## src/rtl/mioc_gate_seq_if.sv

```systemverilog
// Handshake/result bundle between a sweep controller and the gate sequencer.
// Latency: none, plain wires.
// No backpressure: start is a level, results are held until restart.
interface mioc_gate_seq_if;
  logic       start;
  logic       z;
  logic       in1;
  logic       in2;
  logic       in3;
  logic       busy;
  logic       done;
  logic       pass;
  logic [3:0] err_count;
  logic       fail_valid;
  logic [2:0] fail_vec;

  // Controller side: requests sweeps, feeds back the gate output, reads results.
  modport master (
    output start, z,
    input  in1, in2, in3, busy, done, pass, err_count, fail_valid, fail_vec
  );

  // Sequencer side.
  modport slave (
    input  start, z,
    output in1, in2, in3, busy, done, pass, err_count, fail_valid, fail_vec
  );
endinterface

```

## src/rtl/mioc_gate_seq.sv

```systemverilog
// Exhaustive 3-input gate sweep: drives vectors 0..7, samples z after SETTLE cycles, checks EXP_TT.
// Latency: done rises 8*(SETTLE+1) cycles after the start edge; each vector held SETTLE+1 cycles.
// No backpressure: start is sampled only in IDLE/DONE and ignored while busy.
module mioc_gate_seq #(
  parameter int unsigned SETTLE = 4,
  parameter logic [7:0]  EXP_TT = 8'h01
) (
  input logic            clk,
  input logic            rst,
  mioc_gate_seq_if.slave bus
);

  localparam logic [7:0] SETTLE_LAST = 8'(SETTLE - 1);

  typedef enum logic [1:0] {
    S_IDLE   = 2'd0,
    S_SETTLE = 2'd1,
    S_SAMPLE = 2'd2,
    S_DONE   = 2'd3
  } state_t;

  state_t     state_q, state_d;
  logic [2:0] vec_q, vec_d;     // also the driven gate inputs {in1,in2,in3}
  logic [7:0] cnt_q, cnt_d;
  logic [3:0] err_q, err_d;
  logic       fv_q, fv_d;
  logic [2:0] fvec_q, fvec_d;
  logic       mismatch;

  // State and datapath registers; reset abandons any sweep in flight.
  always_ff @(posedge clk) begin
    if (rst) begin
      state_q <= S_IDLE;
      vec_q   <= 3'd0;
      cnt_q   <= 8'd0;
      err_q   <= 4'd0;
      fv_q    <= 1'b0;
      fvec_q  <= 3'd0;
    end else begin
      state_q <= state_d;
      vec_q   <= vec_d;
      cnt_q   <= cnt_d;
      err_q   <= err_d;
      fv_q    <= fv_d;
      fvec_q  <= fvec_d;
    end
  end

  // Next-state: start from IDLE/DONE, count out the settle time, sample once per vector.
  always_comb begin
    state_d = state_q;
    case (state_q)
      S_IDLE, S_DONE: if (bus.start) state_d = S_SETTLE;
      S_SETTLE:       if (cnt_q == SETTLE_LAST) state_d = S_SAMPLE;
      S_SAMPLE:       state_d = (vec_q == 3'd7) ? S_DONE : S_SETTLE;
      default:        state_d = S_IDLE;
    endcase
  end

  // Datapath next values: clear results on start, accumulate mismatches in SAMPLE.
  always_comb begin
    vec_d    = vec_q;
    cnt_d    = cnt_q;
    err_d    = err_q;
    fv_d     = fv_q;
    fvec_d   = fvec_q;
    mismatch = bus.z != EXP_TT[vec_q];
    case (state_q)
      S_IDLE, S_DONE: begin
        if (bus.start) begin
          vec_d  = 3'd0;
          cnt_d  = 8'd0;
          err_d  = 4'd0;
          fv_d   = 1'b0;
          fvec_d = 3'd0;
        end
      end
      S_SETTLE: cnt_d = cnt_q + 8'd1;
      S_SAMPLE: begin
        if (mismatch) begin
          err_d = err_q + 4'd1;
          if (!fv_q) begin
            fv_d   = 1'b1;
            fvec_d = vec_q;
          end
        end
        // Last vector stays on the pins once the sweep finishes.
        if (vec_q != 3'd7) begin
          vec_d = vec_q + 3'd1;
          cnt_d = 8'd0;
        end
      end
      default: ;
    endcase
  end

  // Outputs decoded from registered state; pass is only meaningful once done.
  always_comb begin
    bus.in1        = vec_q[2];
    bus.in2        = vec_q[1];
    bus.in3        = vec_q[0];
    bus.busy       = (state_q == S_SETTLE) || (state_q == S_SAMPLE);
    bus.done       = (state_q == S_DONE);
    bus.pass       = (state_q == S_DONE) && (err_q == 4'd0);
    bus.err_count  = err_q;
    bus.fail_valid = fv_q;
    bus.fail_vec   = fvec_q;
  end

endmodule

```

## src/flat_wrapper.sv

```systemverilog
// flat-port wrapper written by rule: the top's interface ports become plain ports
module mioc_gate_seq_flat 
#(
  parameter int unsigned SETTLE = 4,
  parameter logic [7:0]  EXP_TT = 8'h01
)
  (clk, rst, bus_start, bus_z, bus_in1, bus_in2, bus_in3, bus_busy, bus_done, bus_pass, bus_err_count, bus_fail_valid, bus_fail_vec);
  mioc_gate_seq_if bus_i ();
  input logic clk;
  input logic rst;
  input wire logic [$bits(bus_i.start)-1:0] bus_start;
  input wire logic [$bits(bus_i.z)-1:0] bus_z;
  output wire logic [$bits(bus_i.in1)-1:0] bus_in1;
  output wire logic [$bits(bus_i.in2)-1:0] bus_in2;
  output wire logic [$bits(bus_i.in3)-1:0] bus_in3;
  output wire logic [$bits(bus_i.busy)-1:0] bus_busy;
  output wire logic [$bits(bus_i.done)-1:0] bus_done;
  output wire logic [$bits(bus_i.pass)-1:0] bus_pass;
  output wire logic [$bits(bus_i.err_count)-1:0] bus_err_count;
  output wire logic [$bits(bus_i.fail_valid)-1:0] bus_fail_valid;
  output wire logic [$bits(bus_i.fail_vec)-1:0] bus_fail_vec;
  assign bus_i.start = bus_start;
  assign bus_i.z = bus_z;
  assign bus_in1 = bus_i.in1;
  assign bus_in2 = bus_i.in2;
  assign bus_in3 = bus_i.in3;
  assign bus_busy = bus_i.busy;
  assign bus_done = bus_i.done;
  assign bus_pass = bus_i.pass;
  assign bus_err_count = bus_i.err_count;
  assign bus_fail_valid = bus_i.fail_valid;
  assign bus_fail_vec = bus_i.fail_vec;
  mioc_gate_seq #(.SETTLE(SETTLE), .EXP_TT(EXP_TT)) u_core (.clk(clk), .rst(rst), .bus(bus_i));
endmodule
```

## config.mk

```make
export PLATFORM = sky130hd
export DESIGN_NAME = mioc_gate_seq_flat
export DESIGN_NICKNAME = d
export VERILOG_FILES = /design/src/rtl/mioc_gate_seq_if.sv /design/src/rtl/mioc_gate_seq.sv /design/src/flat_wrapper.sv
export SDC_FILE = /design/constraint.sdc
export NUM_CORES = 1
export LEC_CHECK = 0
export CAP_MARGIN = 10
export CORE_MARGIN = 2
export CORE_UTILIZATION = 56
export DETAILED_ROUTE_END_ITERATION = 6
export HOLD_SLACK_MARGIN = 0.12
export PLACE_DENSITY_LB_ADDON = 0.12
export SYNTH_ARGS = -nofsm -noshare
export SYNTH_HDL_FRONTEND = slang
export SYNTH_SLANG_ARGS = --single-unit
```

## constraint.sdc

```tcl
create_clock -name clk -period 3.54 [get_ports clk]
set_clock_uncertainty 0.05 [all_clocks]
set_input_delay 0.885 -clock clk [delete_from_list [all_inputs] [get_ports clk]]
set_output_delay 0.885 -clock clk [all_outputs]
set_load 0.01 [all_outputs]
```

# Word-level counts from Yosys, hierarchy flattened
# Memory sizes are Yosys's and may differ from the RTL's. A register that Yosys moved wholly into a read port is not among the register bits.
# Cells that the tools add are included.
classes:
  n_mul: 0
  n_shift: 0
  n_mux: 22
  order_cmp: 1
  n_eq_ne: 12
  addsub: 3
  reduce_logical: 11
  n_bitwise: 0
  div: 0
op_table:
  columns: ["cell", "count"]
  rows:
  - ["$pmux 8 s3", 1]
  - ["$mux 3", 6]
  - ["$mux 8", 2]
  - ["$pmux 3 s2", 2]
  - ["$add 8x1->8 const B", 1]
  - ["$eq 8x2->1 const B", 1]
  - ["$mux 4", 2]
  - ["$pmux 4 s2", 1]
  - ["$mux 2", 3]
  - ["$ne 2x1->1 const B", 3]
  - ["$pmux 2 s3", 1]
  - ["$reduce_and 3->1", 2]
  - ["$add 4x1->4 const B", 1]
  - ["$eq 2x2->1 const B", 2]
  - ["$logic_not 4->1", 1]
  - ["$lt 3x4->1 const B", 1]
  - ["$ne 2x2->1 const B", 2]
  - ["$reduce_and 2->1", 2]
  - ["$reduce_and 4->1", 1]
  - ["$add 3x1->3 const B", 1]
  - ["$eq 3x3->1 const B", 1]
  - ["$mux 1", 3]
  - ["$ne 3x3->1 const B", 1]
  - ["$eq 2x1->1 const B", 1]
  - ["other kinds (7)", 7]
word_totals:
  n_memories: 1
  reg_bits: 21
  input_bits: 4
  out_inout_bits: 14
  mem_bits_ro: 8
  wordCells: 56
  mem_bits_rw: 0
  latch_bits: 0
memory_table:
  columns: ["memory", "words", "word_bits", "rd", "rd_clocked_by_memory_dff", "wr", "line", "source"]
  rows:
  - ["(no name shown)", 8, 1, 1, 1, 0, "mioc_gate_seq.sv:67", "mismatch = bus.z != EXP_TT[vec_q];"]

# Longest topological paths before layout
# Gate-level depths: netlist of the first run.
depth:
  word_depth: 6
  mapped_depth: 7

# Least setup slack after synthesis of the first run
# No wires, ideal clock.
synth_path:
  path_type: "flip-flop to output port"
  startpoint: "register u_core.state_q[0]"
  endpoint: "output bus_pass"
  path_buffers: 0
  required_time_ps: 2605
  t_arrival_ps: 914
  path_stages_with_launch: 4
  slack_ps: 1691
  cell_sequence: "dfxtp_1 ha_1 nand2_1 nor3_1"
synth_between:
  elab_chain_len: 2
synth_rtl:
  columns: ["element", "line", "source"]
  rows:
  - ["start, declared", "mioc_gate_seq.sv:22", "state_t state_q, state_d;"]
  - ["start signal, assigned", "mioc_gate_seq.sv:40", "state_q <= state_d;"]
  - ["$eq 2x2->1", null, null]
  - ["net bus_done", "flat_wrapper.sv:17", "output wire logic [$bits(bus_i.done)-1:0] bus_done;"]
  - ["$logic_and 1x1->1", "mioc_gate_seq.sv:104", "bus.pass = (state_q == S_DONE) && (err_q == 4'd0);"]
  - ["end, declared", "flat_wrapper.sv:18", "output wire logic [$bits(bus_i.pass)-1:0] bus_pass;"]
# The timed path passes the listed nets, and every way through them passes these cells.

# Worst setup path after layout of the first run
layout_path:
  startpoint: "register u_core.state_q[0]"
  endpoint: "output bus_busy"
layout_between:
  elab_chain_len: 2
layout_rtl:
  columns: ["element", "line", "source"]
  rows:
  - ["$eq 2x1->1 or $eq 2x2->1 (tied branches)", "mioc_gate_seq.sv:102", "bus.busy = (state_q == S_SETTLE) || (state_q == S_SAMPLE);"]
  - ["$logic_or 1x1->1 (*)", "mioc_gate_seq.sv:102", null]
  - ["end, declared", "flat_wrapper.sv:16", "output wire logic [$bits(bus_i.busy)-1:0] bus_busy;"]
# Mark *: on every way between the ends. The rest lies on a longest branch, timed or not.

==> impl_metrics.json, run 1 <==
{
  "die_w_um": 49.4,
  "grt_pass1_vias": 852,
  "fin_crit_ns": 2.72,
  "grt-ovfl-total": 0,
  "final_layout_size_suffix_gt1_share_pct": 7.89,
  "worstPathRequired_ns": 2.60,
  "synth_flop_cell": "dfxtp_1",
  "num_vias": 1016,
  "cp-endpoint": "bus_busy",
  "status": "finished, final reports clean",
  "power_density_nw_per_um2": 427,
  "crit_start": "u_core.state_q[0]$_SDFFE_PP0P_",
  "r2r-end": "u_core.bus.fail_vec[1]$_SDFFE_PP0P_",
  "cts_buffers": 3,
  "core_um2": 1960,
  "slew_headroom_pct": 56.5,
  "synthDistinctLibCells": 36,
  "synth_area_um2": 1160,
  "cts_tree": "yes",
  "irDropWorstVdd_mv": 0.320,
  "antenna_found_initial": 0,
  "drc": 0,
  "end_kind": "output port",
  "die_y_um": 49.4,
  "grt_pass1_wl_um": 3930,
  "postRouteAntennaNets": 0,
  "io_pins": 18,
  "seq_area_frac_synth_pct": 38.1,
  "worstReg2RegStart": "u_core.state_q[1]$_SDFFE_PP0P_",
  "path_class": "reg2out",
  "gp_congestion": 0.824,
  "start_util_pct": 58.9,
  "fin_tns_setup_ns": 0,
  "ys_ff_latch": 22,
  "grt_max_degree": 20,
  "dieArea_um2": 2440,
  "grt_use_met1_pct": 28.8,
  "place_hpwl_um": 1710,
  "fmax_mhz": 367,
  "whs_ns": 0.434,
  "cts_sinks": 22,
  "grt_util_met3_pct": 3.07,
  "arrival_ns": 1.79,
  "startpoint_type": "flop",
  "synth_warnings": 0,
  "max_cap_violations": 0,
  "avgSynthCellArea_um2": 8.56,
  "wl_per_cell_um": 13.4,
  "portBuffers": 17,
  "holdBufCountCts": 0,
  "p_leak_nw": 0.517,
  "clkTransAtPathRegs_ns": 0.13,
  "power_mw": 0.595,
  "rsz0062_at_grt": "false",
  "synth-edff-count": 0,
  "r2r_slack_ns": 1.32,
  "worst_slew_pin_slew_ns": 0.653,
  "grt_use_total_pct": 20.8,
  "final_net_count": 166,
  "num_rows": 16,
  "clock_path_buffers": 2,
  "drt_iter0_markers": 24,
  "postCtsResizedCells": 0,
  "met2_usage_pct": 32.2,
  "slew_viol_final": 0,
  "fillers": 175,
  "setup_viol": 0,
  "grt.busiest_layer": "met2",
  "final_cell_mix": "22 x dfxtp_1, 17 x clkdlybuf4s50_1, 14 x nand2_1, 14 x a21oi_1",
  "synth_nets": 148,
  "viasPerCell": 5.68,
  "hold_viol_final": 0,
  "drt_wl_total_um": 2400,
  "diodes": 0,
  "dr.pass1.iters": 4,
  "cts_root_buf": "clkbuf_4",
  "min_path_type": "reg2reg",
  "rr_worst_depth": 5,
  "synthCells": 135,
  "area_growth_syn_to_layout_pct": 20.6,
  "worstPathMaxFanout": 6,
  "insertion_delay_ns": 0.32,
  "layout_commonest_cell": "dfxtp_1",
  "htreeDepth": 1,
  "ys_async_sr_fraction_pct": 0,
  "cts_setup_buffers": 0,
  "finalCritPeriodShare_pct": 76.9
}
## power breakdown
group / internal, mW / total [mW] / switching (mW)
logic: 0.0517 / 0.132 / 0.0800
clock network: 0.115 / 0.195 / 0.0800
registers: 0.258 / 0.268 / 0.0108
total: 0.424 / 0.595 / 0.171
## routing by layer
layer / share of wire, % / vias to the layer above
met5: 0 / -
met4: 1.9 / 0
met3: 4.1 / 6
met2: 46 / 24
met1: 48 / 475
li1: - / 511
## worst max-delay path, stage by stage, from the launching register on
cell             delay, ns
dfxtp_1               0.42
inv_1                 0.06
ha_1                  0.37
inv_1                 0.08
clkdlybuf4s50_1       0.53
## state kept, by name, indices dropped and copies added, names as in the netlist, named ones only
name,cells
u_core.state_q,2
u_core.bus.fail_valid,1
u_core.vec_q,3
u_core.cnt_q,8
u_core.bus.err_count,4
u_core.bus.fail_vec,3
## metrics by stage
step / util (%) / instances / setup WS [ns] / area, um^2
floorplan: - / 135 / 1.69 / 1160
global placement: 68.4 / 175 / 1.15 / 1340
detailed placement: 68.4 / 175 / 1.04 / 1340
CTS: 71.0 / 179 / 0.807 / 1390
global route: 71.0 / 179 / 0.732 / 1390
finish: 71.0 / 179 / 0.816 / 1390
## cell type report
cell class / count / area (um^2) / area share [%]
well taps: 27 / 33.8 / 2.42
clock buffers: 3 / 22.5 / 1.62
repair buffers: 17 / 170 / 12.2
multi-input cells: 104 / 678 / 48.7
inverters: 5 / 18.8 / 1.35
clock inverters: 1 / 30.0 / 2.15
flip-flops and latches: 22 / 440 / 31.6
## synth_stat cells (all sizes together) (2+ instances only)
library cell | number | share of area (%)
o21ai | 10 | 4.3
nand3 | 6 | 2.6
dfxtp | 22 | 38
a22oi | 2 | 1.3
nand2b | 2 | 1.1
xor2 | 6 | 4.5
nor4b | 2 | 2.1
nor2 | 9 | 2.9
nand4b | 2 | 1.5
buf | 3 | 1.3
inv | 5 | 1.6
nand4 | 4 | 2.2
or3 | 3 | 1.6
nand2 | 15 | 5.1
and2 | 4 | 2.2
a21oi | 14 | 6.1
ha | 9 | 9.7
nor3 | 2 | 0.87
## worst min path at each step
stage | startpoint | endpoint | slack [ns] | cells past startpoint
final | u_core.bus.fail_vec[2]$_SDFFE_PP0P_ | u_core.bus.fail_vec[2]$_SDFFE_PP0P_ | 0.43 | 2
after global routing | u_core.cnt_q[1]$_SDFFE_PP0P_ | u_core.cnt_q[1]$_SDFFE_PP0P_ | 0.46 | 2
after CTS | u_core.bus.fail_vec[2]$_SDFFE_PP0P_ | u_core.bus.fail_vec[2]$_SDFFE_PP0P_ | 0.44 | 2
after detailed placement | u_core.bus.fail_vec[2]$_SDFFE_PP0P_ | u_core.bus.fail_vec[2]$_SDFFE_PP0P_ | 0.42 | 2
after global placement | u_core.bus.fail_vec[1]$_SDFFE_PP0P_ | u_core.bus.fail_vec[1]$_SDFFE_PP0P_ | 0.41 | 2
after floorplan | u_core.cnt_q[1]$_SDFFE_PP0P_ | u_core.cnt_q[1]$_SDFFE_PP0P_ | 0.40 | 2
## cell families after synthesis
group                    synth area share, %
AO/OA/AOI/OAI                           17.5
XOR/XNOR                                5.30
adder cells (fa/ha/maj)                 9.74
buffers and inverters                   3.25
flip-flops                              38.1
multiplexers                           0.866
AND/OR/NAND/NOR                         25.2
Note: power is estimated with default switching activity, not from simulation.
==> run 2, diff against run 1 <==
--- a/config.mk
+++ b/config.mk
@@ -6,8 +6,9 @@
 export NUM_CORES = 1
 export LEC_CHECK = 0
 export CAP_MARGIN = 10
+export CORE_ASPECT_RATIO = 0.6
 export CORE_MARGIN = 2
-export CORE_UTILIZATION = 56
+export CORE_UTILIZATION = 47
 export DETAILED_ROUTE_END_ITERATION = 6
 export HOLD_SLACK_MARGIN = 0.12
 export PLACE_DENSITY_LB_ADDON = 0.12
==> constraint.sdc (replaced) <==
create_clock -name clk -period 2.32 [get_ports clk]
set_clock_uncertainty 0.05 [all_clocks]
set_input_delay 0.58 -clock clk [delete_from_list [all_inputs] [get_ports clk]]
set_output_delay 0.58 -clock clk [all_outputs]
set_load 0.01 [all_outputs]
==> impl_metrics.json, run 2 (same netlist as run 1, synthesis figures left out) <==
{
  "status": "finished, final reports clean",
  "insertion_delay_ns": 0.27,
  "drc": 0,
  "holdBufCountCts": 0,
  "p_leak_nw": 0.550,
  "fillers": 185,
  "crit_top_cell": "inv_1",
  "whs_ns": 0.432,
  "io_pins": 18,
  "die_y_um": 42.4,
  "die_w_um": 68.0,
  "arrival_ns": 1.61,
  "postCtsResizedCells": 1,
  "antenna_found_initial": 0,
  "cts_tree": "yes",
  "grt-ovfl-total": 0,
  "start_util_pct": 51.5,
  "final_cell_mix": "21 x dfxtp_1, 16 x clkdlybuf4s50_1, 14 x nand2_1, 14 x a21oi_1",
  "grt.busiest_layer": "met1",
  "slew_viol_final": 0,
  "area_growth_syn_to_layout_pct": 23.6,
  "min-delay-start": "u_core.cnt_q[1]$_SDFFE_PP0P_",
  "num_rows": 13,
  "rr_worst_depth": 5,
  "fmax_mhz": 447,
  "startpoint_type": "flop",
  "fin_tns_setup_ns": 0,
  "dr.pass1.iters": 4,
  "critPathSlowestCell": "clkdlybuf4s50_1",
  "cp-endpoint": "bus_busy",
  "hold_viol_final": 0,
  "wl_per_cell_um": 14.1,
  "crit_chain": "inv_1 > ha_2 > inv_1 > clkdlybuf4s50_1",
  "cts_sinks": 22,
  "drt_iter0_markers": 69,
  "end_kind": "output port",
  "worst_slew_pin_slew_ns": 0.556,
  "grt_use_total_pct": 19.8,
  "final_layout_size_suffix_gt1_share_pct": 11.0,
  "cts_buffers": 3,
  "grt_pass1_wl_um": 4230,
  "power_density_nw_per_um2": 636,
  "r2r_slack_ns": 0.35,
  "postRouteAntennaNets": 0,
  "crit_start": "u_core.state_q[0]$_SDFFE_PP0P_",
  "clkTransAtPathRegs_ns": 0.09,
  "dieArea_um2": 2890,
  "drt_wl_total_um": 2610,
  "max_cap_violations": 0,
  "num_vias": 1008,
  "met2_usage_pct": 24.9,
  "grt_use_met1_pct": 31.4,
  "irDropWorstVdd_mv": 0.384,
  "largest_reg_flops": 8,
  "slew_headroom_pct": 61.9,
  "cts_setup_buffers": 0,
  "place_hpwl_um": 1910,
  "worstHoldPathCells": 2,
  "placed_area_um2": 1370,
  "largest_register": "u_core.cnt_q",
  "stdcell_area_um2": 1430,
  "fin_crit_ns": 2.24,
  "crit_cells": 4,
  "final_net_count": 169,
  "viasPerCell": 5.45,
  "path_class": "reg2out",
  "diodes": 0,
  "worstPathRequired_ns": 1.69,
  "clock_path_buffers": 2,
  "critical-path-top-delay-family": "buffers and inverters",
  "htreeDepth": 1,
  "worstPathMaxFanout": 6,
  "worstReg2RegStart": "u_core.state_q[0]$_SDFFE_PP0P_",
  "grt_max_degree": 13,
  "gp_congestion": 0.805,
  "setup_viol": 0,
  "min_path_type": "reg2reg",
  "layout_commonest_cell": "dfxtp_1",
  "rsz0062_at_grt": "false",
  "grt_pass1_vias": 860,
  "cp_num_buf_inv": 3,
  "cts_root_buf": "clkbuf_8",
  "grt_util_met3_pct": 6.72,
  "finalCritPeriodShare_pct": 96.4,
  "slowest_delay_ns": 0.53,
  "core_um2": 2240,
  "portBuffers": 17
}
==> run 2: cell count changes in the layout (fill, tap and decap cells not counted), sizes merged <==
cell | previous run | this run
buf | 0 | 3
bufinv | 1 | 0
clkbuf | 3 | 4
clkdlybuf4s50 | 17 | 16
dlymetal6s2s | 0 | 1
==> run 2: cell type report <==
| class | instances | area (um^2) | area share [%] |
|---|---|---|---|
| Clock buffer | 4 | 55.1 | 3.85 |
| Multi-Input combinational cell | 104 | 681 | 47.6 |
| Inverter | 5 | 18.8 | 1.31 |
| Timing Repair Buffer | 20 | 195 | 13.7 |
| Sequential cell | 22 | 442 | 30.9 |
| Tap cell | 30 | 37.5 | 2.63 |
==> run 2: how the worst min path moves through the flow <==
stage / endpoint / slack [ns]
global route: u_core.cnt_q[1]$_SDFFE_PP0P_ / 0.46
global placement: u_core.cnt_q[1]$_SDFFE_PP0P_ / 0.41
finish: u_core.cnt_q[1]$_SDFFE_PP0P_ / 0.43
floorplan: u_core.cnt_q[1]$_SDFFE_PP0P_ / 0.40
CTS: u_core.cnt_q[1]$_SDFFE_PP0P_ / 0.43
detailed placement: u_core.cnt_q[1]$_SDFFE_PP0P_ / 0.42
==> run 2: per-stage QoR <==
stage | util [%] | cells | total power, mW | setup WS, ns
2_1_floorplan | - | 135 | 0.556 | 0.615
3_3_place_gp | 60.9 | 181 | 0.622 | 0.220
3_5_place_dp | 60.9 | 181 | 0.626 | 0.155
4_1_cts | 63.4 | 185 | 0.912 | 0.0171
5_1_grt | 63.7 | 185 | 0.959 | 0.0164
6_report | 63.7 | 185 | 0.909 | 0.0832
==> run 2: worst min-delay path, delay by kind of cell (launching register included) <==
family           cells  cell delay (ns)
AO/OA/AOI/OAI        1             0.06
AND/OR/NAND/NOR      1             0.06
flip-flops           1             0.33
==> run 2: layer usage <==
metal,wire (um),up-vias
li1,-,514
met5,0,-
met2,981,30
met4,24,0
met3,178,5
met1,1430,459
==> run 2: report_power, final <==
group | internal [mW] | switching [mW] | total [mW] | leakage, nW
logic | 0.0882 | 0.126 | 0.214 | 0.344
clock network | 0.152 | 0.133 | 0.285 | 0.0288
registers | 0.394 | 0.0166 | 0.410 | 0.178
total | 0.634 | 0.275 | 0.909 | 0.550
